$ cat src/rtl/mcs_brg_pkg.sv
// mcs_brg_pkg: shared FSM states and constants for the MCS-to-FPro wait bridge
package mcs_brg_pkg;
  typedef enum logic [1:0] {IDLE, ACCESS, WAIT, RESP} state_t;
  localparam logic [31:0] DEAD_BEEF = 32'hdead_beef;
  localparam logic [7:0] TCNT_MAX = 8'hff;
endpackage

$ cat src/rtl/wait_timer.sv
// wait_timer: counts WAIT cycles and flags the cycle on which the count reaches TIMEOUT-1
module wait_timer #(
  parameter int TIMEOUT = 16
) (
  input  logic clk,
  input  logic rst,
  input  logic clr,
  input  logic en,
  output logic expire
);
  logic [7:0] cnt;
  // Count restarts from zero whenever the bridge is not waiting
  always_ff @(posedge clk)
    if (rst || clr) cnt <= '0;
    else if (en) cnt <= cnt + 8'd1;
  assign expire = en && cnt == 8'(TIMEOUT - 2);
endmodule

$ cat src/rtl/mcs_wait_bridge.sv
// mcs_wait_bridge: MCS IO bus to FPro bus bridge with wait states, timeout and error reporting
module mcs_wait_bridge
  import mcs_brg_pkg::*;
#(
  parameter logic [31:0] BRG_BASE = 32'hc000_0000,
  parameter int TIMEOUT = 16
) (
  input  logic        clk,
  input  logic        reset,
  input  logic        io_addr_strobe,
  input  logic        io_read_strobe,
  input  logic        io_write_strobe,
  input  logic [3:0]  io_byte_enable,
  input  logic [31:0] io_address,
  input  logic [31:0] io_write_data,
  output logic [31:0] io_read_data,
  output logic        io_ready,
  output logic        fp_video_cs,
  output logic        fp_mmio_cs,
  output logic        fp_wr,
  output logic        fp_rd,
  output logic [20:0] fp_addr,
  output logic [31:0] fp_wr_data,
  input  logic [31:0] fp_rd_data,
  input  logic        fp_ready,
  output logic        err_sticky,
  output logic [7:0]  timeout_cnt
);
  state_t state, nxt;
  logic wr_q, vid_q;
  logic req, hit, part, expire, timed_out, cap;
  logic ready_d, rd_d, wr_d, vcs_d, mcs_d;
  logic [31:0] rdata_d;
  logic unused;
  assign unused = ^{io_addr_strobe, io_address[1:0]};
  assign req = state == IDLE && (io_read_strobe || io_write_strobe);
  assign hit = io_address[31:24] == BRG_BASE[31:24];
  assign part = io_write_strobe && io_byte_enable != 4'hf;
  assign timed_out = state == WAIT && expire && !fp_ready;
  assign cap = (state == ACCESS || state == WAIT) && fp_ready && !wr_q;

  wait_timer #(.TIMEOUT(TIMEOUT)) u_timer (
    .clk(clk),
    .rst(reset),
    .clr(state != WAIT),
    .en(state == WAIT),
    .expire(expire)
  );

  // Next state plus the next values of every registered output
  always_comb begin
    nxt = state;
    case (state)
      IDLE:    nxt = !req ? IDLE : (hit && !part) ? ACCESS : RESP;
      ACCESS:  nxt = fp_ready ? RESP : WAIT;
      WAIT:    nxt = (fp_ready || expire) ? RESP : WAIT;
      default: nxt = io_ready ? IDLE : RESP;
    endcase
    rd_d = nxt == ACCESS && !io_write_strobe;
    wr_d = nxt == ACCESS && io_write_strobe;
    vcs_d = (nxt == ACCESS && io_address[23]) || (nxt == WAIT && vid_q);
    mcs_d = (nxt == ACCESS && !io_address[23]) || (nxt == WAIT && !vid_q);
    ready_d = (nxt == RESP && (state == ACCESS || state == WAIT)) || (state == RESP && !io_ready);
    rdata_d = (state == IDLE && nxt == RESP) ? '0 : cap ? fp_rd_data : timed_out ? DEAD_BEEF : io_read_data;
  end

  // State and output registers; a request is latched only when accepted in IDLE
  always_ff @(posedge clk)
    if (reset) begin
      state <= IDLE;
      io_ready <= 1'b0;
      fp_rd <= 1'b0;
      fp_wr <= 1'b0;
      fp_video_cs <= 1'b0;
      fp_mmio_cs <= 1'b0;
      io_read_data <= '0;
      fp_addr <= '0;
      fp_wr_data <= '0;
      err_sticky <= 1'b0;
      timeout_cnt <= '0;
      wr_q <= 1'b0;
      vid_q <= 1'b0;
    end else begin
      state <= nxt;
      io_ready <= ready_d;
      fp_rd <= rd_d;
      fp_wr <= wr_d;
      fp_video_cs <= vcs_d;
      fp_mmio_cs <= mcs_d;
      io_read_data <= rdata_d;
      if (req) begin
        wr_q <= io_write_strobe;
        vid_q <= io_address[23];
        fp_addr <= io_address[22:2];
        fp_wr_data <= io_write_data;
      end
      if (timed_out || (req && part)) err_sticky <= 1'b1;
      if (timed_out && timeout_cnt != TCNT_MAX) timeout_cnt <= timeout_cnt + 8'd1;
    end
endmodule

$ cat config.mk
export PLATFORM = sky130hd
export DESIGN_NAME = mcs_wait_bridge
export DESIGN_NICKNAME = d
export VERILOG_FILES = /design/src/rtl/mcs_brg_pkg.sv /design/src/rtl/wait_timer.sv /design/src/rtl/mcs_wait_bridge.sv
export SDC_FILE = /design/constraint.sdc
export NUM_CORES = 1
export LEC_CHECK = 0
export CORE_UTILIZATION = 25
export DETAILED_ROUTE_END_ITERATION = 16
export PLACE_DENSITY = 0.52
export REMOVE_ABC_BUFFERS = 1
export SYNTH_ARGS = -nofsm -noshare
export SYNTH_HDL_FRONTEND = slang
export SYNTH_SLANG_ARGS = --single-unit
$ cat constraint.sdc
create_clock -name clk -period 2 [get_ports clk]
set_clock_uncertainty 0.15 [all_clocks]
set_input_delay 0.2 -clock clk [delete_from_list [all_inputs] [get_ports clk]]
set_output_delay 0.2 -clock clk [all_outputs]
set_load 0.02 [all_outputs]
Word-level counts from Yosys, hierarchy flattened
Index checks and enable logic that the tools add are counted.
- register bits: 111
- input port bits: 106
- output and inout port bits: 99
- logic and storage cells: 72
- $add $sub $neg: 2
- equal/unequal tests: 11
- multiplexer cells: 8
- reductions and logical operators: 37
- operators with widths (operator ; count):
    $mux 32 ; 2
    $logic_and 1x1->1 ; 19
    $add 8x1->8 const B ; 2
    $eq 2x2->1 const B ; 4
    $eq 8x4->1 const B ; 1
    $eq 8x8->1 const B ; 1
    $logic_or 1x1->1 ; 8
    $ne 8x8->1 const B ; 1
    $logic_not 1->1 ; 7
    $mux 2 ; 3
    $pmux 2 s3 ; 1
    $eq 2x1->1 const B ; 2
    $ne 4x4->1 const B ; 1
    $logic_not 2->1 ; 1
    $mux 1 ; 2
    $ne 2x2->1 const B ; 1
    $reduce_bool 2->1 ; 1
    $reduce_or 2->1 ; 1

Depth between registers and ports, before layout
Gate-level depths: netlist of the first run.
- word-level depth: 10
- mapped depth: 8
- mapped depth without buffers: 7

By module
From an unflattened synthesis of the first run, not the netlist that was laid out.
- cells, all modules: 492
- area total of the unflattened synthesis: 4426.7 um^2
- modules (own cells, without submodules) (module ; times used ; cells each ; area each (um^2) ; sequential area each (um^2)):
    mcs_wait_bridge ; 1 ; 449 ; 4046.4 ; 2062.0
    wait_timer ; 1 ; 43 ; 380.4 ; 160.2

Least setup slack after synthesis of the first run
Ideal clock, no wire load.
- path type: register -> register
- start: register state[0]
- end: register io_read_data[11]
- library setup time: 0.059 ns
- data arrival time: 1.989 ns
- required time: 1.791 ns
- path slack: -0.198 ns
- cell stages (with the launch flop): 9
- path buffers: 1
- period minus slack after synthesis: 2.198 ns
- path through: dfxtp_1 > inv_1 > ha_1 > and3_1 > and3_1 > or3_1 > a41oi_4 > buf_6 > o221a_2
- longest elaborated chain between the ends: 8
- elaborated cells between the ends (all ways): 19
- those cells by class: eq/ne (3); mux (4); reduce/logical (12)
- RTL lines (item ; line ; text):
    start, declared ; mcs_wait_bridge.sv:29 ; state_t state, nxt;
    start signal, assigned ; mcs_wait_bridge.sv:84 ; state <= nxt;
    $eq 2x2->1 ; - ;
    $logic_and 1x1->1 ; wait_timer.sv:16 ; assign expire = en && cnt == 8'(TIMEOUT - 2);
    $logic_or 1x1->1 ; mcs_wait_bridge.sv:56 ; WAIT: nxt = (fp_ready || expire) ? RESP : WAIT;
    $mux 1 ; mcs_wait_bridge.sv:56 ;
    $pmux 2 s3 ; mcs_wait_bridge.sv:53 ; case (state)
    $eq 2x2->1 ; mcs_wait_bridge.sv:64 ; rdata_d = (state == IDLE && nxt == RESP) ? '0 : cap ? fp_rd_data : timed_out ? DEAD_BEEF : io_read_data;
    $logic_and 1x1->1 ; mcs_wait_bridge.sv:64 ;
    $reduce_or 2->1 (no source line) ; - ;
    end signal, assigned ; mcs_wait_bridge.sv:90 ; io_read_data <= rdata_d;
    end, declared ; mcs_wait_bridge.sv:16 ; output logic [31:0] io_read_data,
Several ways; a longest one is shown, not always the timed one.
A chain may end at the register's enable or synchronous reset.

Worst setup path in the final report of the first run
- start: input io_address[27]
- end: register io_read_data[26]
- longest elaborated chain between the ends: 8
- RTL lines (item ; line ; text):
    start, declared ; mcs_wait_bridge.sv:14 ; input logic [31:0] io_address,
    $eq 8x8->1 ; mcs_wait_bridge.sv:37 ; assign hit = io_address[31:24] == BRG_BASE[31:24];
    $logic_and 1x1->1 ; mcs_wait_bridge.sv:54 ; IDLE: nxt = !req ? IDLE : (hit && !part) ? ACCESS : RESP;
    $mux 2 (2 in a row) ; mcs_wait_bridge.sv:54 ;
    $pmux 2 s3 ; mcs_wait_bridge.sv:53 ;
    $eq 2x2->1 ; mcs_wait_bridge.sv:64 ;
    $logic_and 1x1->1 ; mcs_wait_bridge.sv:64 ;
    $reduce_or 2->1 (no source line) ; - ;
Every way passes these cells.

==> reports/metrics.csv, run 1 <==
metric,value,unit
worstHoldPathType,in2reg,
ys_types,41,
crit_chain,"clkdlybuf4s50_1, or4_4, a211oi_4, o21ai_2, a41oi_4, buf_6, buf_16, o221a_2",
io_buffer_count,201,
required,2.14,ns
crit_arrival,2.28,ns
antenna_found_initial,0,
synth-edff-count,0,
crit_type,in2reg,
clock.fmax,468,MHz
drive_above_1_share,0.166,
fin_ws,-0.135,ns
synth.ff_latch_count,111,
design_area,7260,um^2
ir_worst_vdd,626,uV
start_util,0.259,
yosysSeqAreaShare,0.537,
ys_async_sr_fraction,0,
ctsHtreeMaxLevel,3,
grt_usage,0.146,
clock_latency,0.34,ns
wl_per_cell,14.2,um
grt_pass1_wl,19.2,mm
row_count,46,
run_status,finished with violations,
die_x,131,um
grt_max_degree,55,
powerDensity,1260,nW/um^2
hold_viol,0,
clockBufferDepth,2,
area_growth,75.6,%
endpoint_kind,flop,
ys.flop_type,dfxtp_1,
max_slew.worst_pin.slew,0.504,ns
ioPinCount,205,
period_share,1.07,
gp_congestion,0.768,
finalPower,9.13,mW
tns,-3.09,ns
post-route-drc-count,0,
leakage,2.67,nW
cp_slowest_stage_delay,0.53,ns
max_slew_margin,0.663,
clkTransAtPathRegs,0.07,ns
coreArea,16000,um^2
via_per_inst,4.46,
initialDrtViolationCount,105,
setup_viol,38,
cts-hold-fix-buffers,0,
critPathMaxFanout,8,
nFillCells,1553,
synthesis.area,4140,um^2
numCtsBuffers,9,
postSynthAreaPerCell,9.21,um^2
start_kind,primary input,
grt_overflow_total,0,
dieArea,17100,um^2
violations,setup timing,
nets,788,
hold_ws,0.0898,ns
syn_inst,449,
antenna_cells,0,
period_needed,2.13,ns
num_vias,3992,
critPathSlowestCell,or4_4,
maxCapViolCount,0,
die_y,131,um
ant_nets,0,
yosys_warnings,0,
slew_violations,0,
rsz0062_at_grt,yes,
first_global_vias,3816,
cts.sinks,111,
placed_area,6560,um^2
firstDrtPassIters,4,
place_hpwl,8.84,mm
wirelength,12.7,mm
cts_tree,yes,
clock_tree.root_cell,clkbuf_16,
repair_timing:
action / CTS / global route
gates resized for setup: 28 / 29
cloned: 3 / 0
endpoints found under the setup margin: 33 / 43
buffers inserted: 8 / 3
pin swaps: 10 / 7
layout make-up:
cell class | count | area (um^2) | share of cell area
repair buffers | 243 | 2430 | 0.334
flip-flops and latches | 111 | 2230 | 0.307
multi-input cells | 303 | 2020 | 0.278
well taps | 216 | 270 | 0.0372
clock buffers | 11 | 253 | 0.0348
clock inverters | 5 | 40.0 | 0.00551
inverters | 6 | 25.0 | 0.00345
cells in the mapped netlist, types with 2 or more instances:
cell type    n  area [um^2]
dfxtp_1    111         2220
ha_1         8          100
clkbuf_1    23         86.3
nor4b_1      2         17.5
nand4_1      4         25.0
buf_1        2         7.51
xor2_1       4         35.0
nor4_1       3         18.8
o21ai_0      3         15.0
o41ai_1      2         17.5
nand2_1    117          439
inv_1        6         22.5
nor2b_1      9         56.3
and3_1       3         18.8
buf_6        3         33.8
a21oi_1     57          285
xnor2_1      8         70.1
o221a_4      3         60.1
a22oi_1      9         67.6
nand3_1      6         30.0
nor3_1       5         25.0
nor2_1      22         82.6
o221a_2     21          236
final timing paths:
path	start	endpoint	slack (ns)	cells after the start
setup / recovery	io_address[27]	io_read_data[26]	-0.13	8
hold / removal	reset	io_ready	0.09	2
setup reg to reg	state[0]	io_read_data[26]	-0.11	9
hold reg to reg	fp_wr_data[17]	fp_wr_data[17]	0.30	2
critical path, delay by kind of cell:
family	cells	cell delay, ns
and+or+nand+nor	1	0.53
buffers and inverters	3	0.72
AOI/OAI and AO/OA	4	0.83
state kept, by name, summed over array words and instances, names as in the netlist, 2 cells and up:
| register | count |
|---|---|
| fp_wr_data | 32 |
| io_read_data | 32 |
| fp_addr | 21 |
| timeout_cnt | 8 |
| u_timer.cnt | 8 |
| state | 2 |
logic make-up after synthesis:
kind of cell | Yosys count | synth area share
adders and majority gates | 8 | 0.0242
DFF | 111 | 0.537
buffers and inverters | 35 | 0.0375
xor gates and xnor gates | 12 | 0.0254
and+or+nand+nor | 180 | 0.189
AOI/OAI and AO/OA | 102 | 0.184
muxes | 1 | 0.00242
through the flow:
| stage | instances | setup WS [ns] | util |
|---|---|---|---|
| after floorplan | 420 | -2.87 | - |
| after global placement | 866 | -0.393 | 0.410 |
| after detailed placement | 866 | -0.418 | 0.410 |
| after CTS | 893 | -0.159 | 0.442 |
| after global routing | 895 | -0.206 | 0.454 |
| final | 895 | -0.135 | 0.454 |
where the power goes:
part	switching, mW	leakage (nW)	internal [mW]
clock network	0.830	0.146	0.924
registers	0.307	0.909	2.73
logic	2.15	1.62	2.19
total	3.29	2.67	5.84
cell usage in the layout (no fill, tap or decap), types with 3 or more instances in the layout:
cell,synthesis,final
a21oi_1,57,56
a22oi_1,9,9
buf_12,0,4
buf_4,0,31
buf_6,3,5
clkbuf_16,0,9
clkdlybuf4s50_1,0,196
clkinv_4,0,3
dfxtp_1,111,109
dlygate4sd2_1,0,4
ha_1,8,5
ha_4,0,3
inv_1,6,4
nand2_1,117,116
nand3_1,6,5
nand4_1,4,4
nor2_1,22,22
nor2b_1,9,7
nor3_1,5,4
o221a_2,21,10
o221a_4,3,14
xnor2_1,8,8
xor2_1,4,4
routing by layer:
| layer | share of wire | global-route usage |
|---|---|---|
| met1 | 0.43 | 0.177 |
| met2 | 0.47 | 0.242 |
| met3 | 0.082 | 0.0407 |
| met4 | 0.017 | 0.0622 |
| met5 | 0 | 0 |
(Power assumes the default switching activity.)
==> inputs of run 2 (changes only) <==
==> constraint.sdc (replaced) <==
create_clock -name clk -period 1.84 [get_ports clk]
set_clock_uncertainty 0.15 [all_clocks]
set_input_delay 0.184 -clock clk [delete_from_list [all_inputs] [get_ports clk]]
set_output_delay 0.184 -clock clk [all_outputs]
set_load 0.02 [all_outputs]
==> run 2 against run 1 <==
Largest cell class unchanged; largest power group unchanged; final cell count up 1.3%; critical path depth up 1; global-route usage up 0.36 points; register-to-register slack worse by 0.24 ns; flip-flop and latch count unchanged; the flow still finishes with violations (setup timing); sequential power up 8.9%.
==> reports/metrics.csv, run 2 (same netlist as run 1, synthesis figures left out) <==
metric,value,unit,change
start_util,0.259,,unchanged
num_vias,4101,,was 3992
period_share,1.19,,
cts-hold-fix-buffers,0,,unchanged
endpoint_kind,flop,,unchanged
nets,800,,was 788
grt_pass1_wl,19.9,mm,was 19.2 mm
leakage,2.78,nW,was 2.67 nW
r2r-end,io_read_data[11],,was io_read_data[26]
clockBufferDepth,2,,unchanged
min_from,reset,,unchanged
reg_top3,"fp_wr_data x32, io_read_data x32, fp_addr x21",,unchanged
hold_viol,0,,unchanged
mostFrequentLayoutCell,clkdlybuf4s50_1,,unchanged
rsz0062_at_grt,yes,,unchanged
period_needed,2.19,ns,
maxCapViolCount,0,,unchanged
place_hpwl,8.85,mm,was 8.84 mm
max_slew_margin,0.663,,about the same
cts.sinks,111,,unchanged
initialDrtViolationCount,97,,was 105
ir_worst_vdd,647,uV,was 626 uV
via_per_inst,4.52,,was 4.46
grt_usage,0.150,,was 0.146
violations,setup timing,,unchanged
antenna_cells,0,,unchanged
ctsHtreeMaxLevel,3,,unchanged
drive_above_1_share,0.194,,was 0.166
clock_tree.root_cell,clkbuf_16,,unchanged
worstHoldPathType,in2reg,,unchanged
worstReg2RegStart,state[0],,unchanged
grt_max_degree,55,,unchanged
fin_util,0.469,,was 0.454
antenna_found_initial,1,,was 0
holdPathEnd,io_ready,,unchanged
row_count,46,,unchanged
coreArea,16000,um^2,unchanged
fin_ws,-0.355,ns,was -0.135 ns
dieArea,17100,um^2,unchanged
max_slew.worst_pin.slew,0.505,ns,was 0.504 ns
numCtsBuffers,9,,unchanged
ant_nets,0,,unchanged
first_global_vias,3990,,was 3816
run_status,finished with violations,,unchanged
start_kind,flop,,was primary input
crit_arrival,2.34,ns,was 2.28 ns
slew_violations,0,,unchanged
post-route-drc-count,0,,unchanged
required,1.98,ns,was 2.14 ns
die_x,131,um,unchanged
pre_cts_ws,-0.552,ns,was -0.418 ns
wl_per_cell,14.6,um,was 14.2 um
gp_congestion,0.767,,was 0.768
ioPinCount,205,,unchanged
firstDrtPassIters,4,,unchanged
io_buffer_count,201,,unchanged
grt_overflow_total,0,,unchanged
critPathMaxFanout,8,,unchanged
area_growth,81.6,%,was 75.6%
ff2ff_path_depth,9,,unchanged
rrSetupSlack,-0.35,ns,was -0.11 ns
crit_type,reg2reg,,was in2reg
powerDensity,1350,nW/um^2,was 1260 nW/um^2
clock_latency,0.35,ns,was 0.34 ns
clkTransAtPathRegs,0.07,ns,about the same
wirelength,13.2,mm,was 12.7 mm
clock.fmax,456,MHz,
final_cell_mix,"clkdlybuf4s50_1 (198), nand2_1 (116), dfxtp_1 (109)",,"was clkdlybuf4s50_1 (196), nand2_1 (116), dfxtp_1 (109)"
setup_viol,46,,was 38
hold-path-cell-count,2,,unchanged
cts_tree,yes,,unchanged
die_y,131,um,unchanged
-- run 2: cell count changes in the layout (fill, tap and decap cells not counted), sizes merged --
cell           before  now
buf                43   54
dlygate4sd2         4    2
bufinv              0    2
clkdlybuf4s50     196  198
clkinv              4    3
-- run 2: area by class of cell --
cell class / count / area (um^2)
clock inverter: 6 / 91.3
clock buffer: 10 / 239
inverter: 6 / 25.0
tap: 216 / 270
sequential: 111 / 2230
timing repair buffer: 255 / 2540
fill: 1504 / 8490
multi-input combinational: 303 / 2120
-- run 2: worst max-delay path by stage --
stage                          startpoint          endpoint  slack (ns)  depth (start not counted)
after floorplan           io_write_strobe   io_read_data[0]       -3.01                          5
after global placement     io_address[24]   io_read_data[2]       -0.54                          7
after detailed placement   io_address[24]   io_read_data[5]       -0.55                          7
after CTS                        state[0]   io_read_data[9]       -0.33                         11
after global routing             state[0]  io_read_data[11]       -0.42                          9
final                            state[0]  io_read_data[11]       -0.35                          9
-- run 2: critical path, stage by stage (launching register included) --
cell	delay [ns]
dfxtp_2	0.34
inv_2	0.05
ha_4	0.16
and3_4	0.15
and3_4	0.16
or3_4	0.38
a41oi_4	0.26
buf_6	0.17
buf_12	0.13
o221a_4	0.17
-- run 2: routing by layer --
layer,vias to the layer above,wire [um],global-route usage
li1,2026,-,-
met1,1911,5460,0.171
met2,145,6440,0.262
met3,17,1140,0.0566
met4,2,170,0.0379
met5,-,13,0
-- run 2: timing repair --
action,CTS,global route
pin swaps,9,19
endpoints found under the setup margin,95,45
gates cloned,3,1
gates resized for setup,42,39
setup buffers,12,5
endpoints found under the hold margin,0,0
-- run 2: where the power goes --
group	internal, mW	total, mW	leakage (nW)	switching (mW)
clock	1.24	2.15	0.163	0.907
combinational	2.38	4.72	1.71	2.34
sequential	2.96	3.30	0.909	0.337
-- run 2: through the flow --
stage | area [um^2] | instances | hold WS, ns | power, mW | TNS, ns
5_1_grt | 7510 | 907 | 0.0555 | 10.8 | -14.84
3_3_place_gp | 6620 | 874 | 0.291 | 7.35 | -24.70
3_5_place_dp | 6620 | 874 | 0.298 | 7.40 | -26.22
2_1_floorplan | 4000 | 420 | 0.103 | 5.25 | -209.59
4_1_cts | 7340 | 905 | 0.0285 | 10.2 | -10.62
6_report | 7510 | 907 | 0.0302 | 10.2 | -11.75
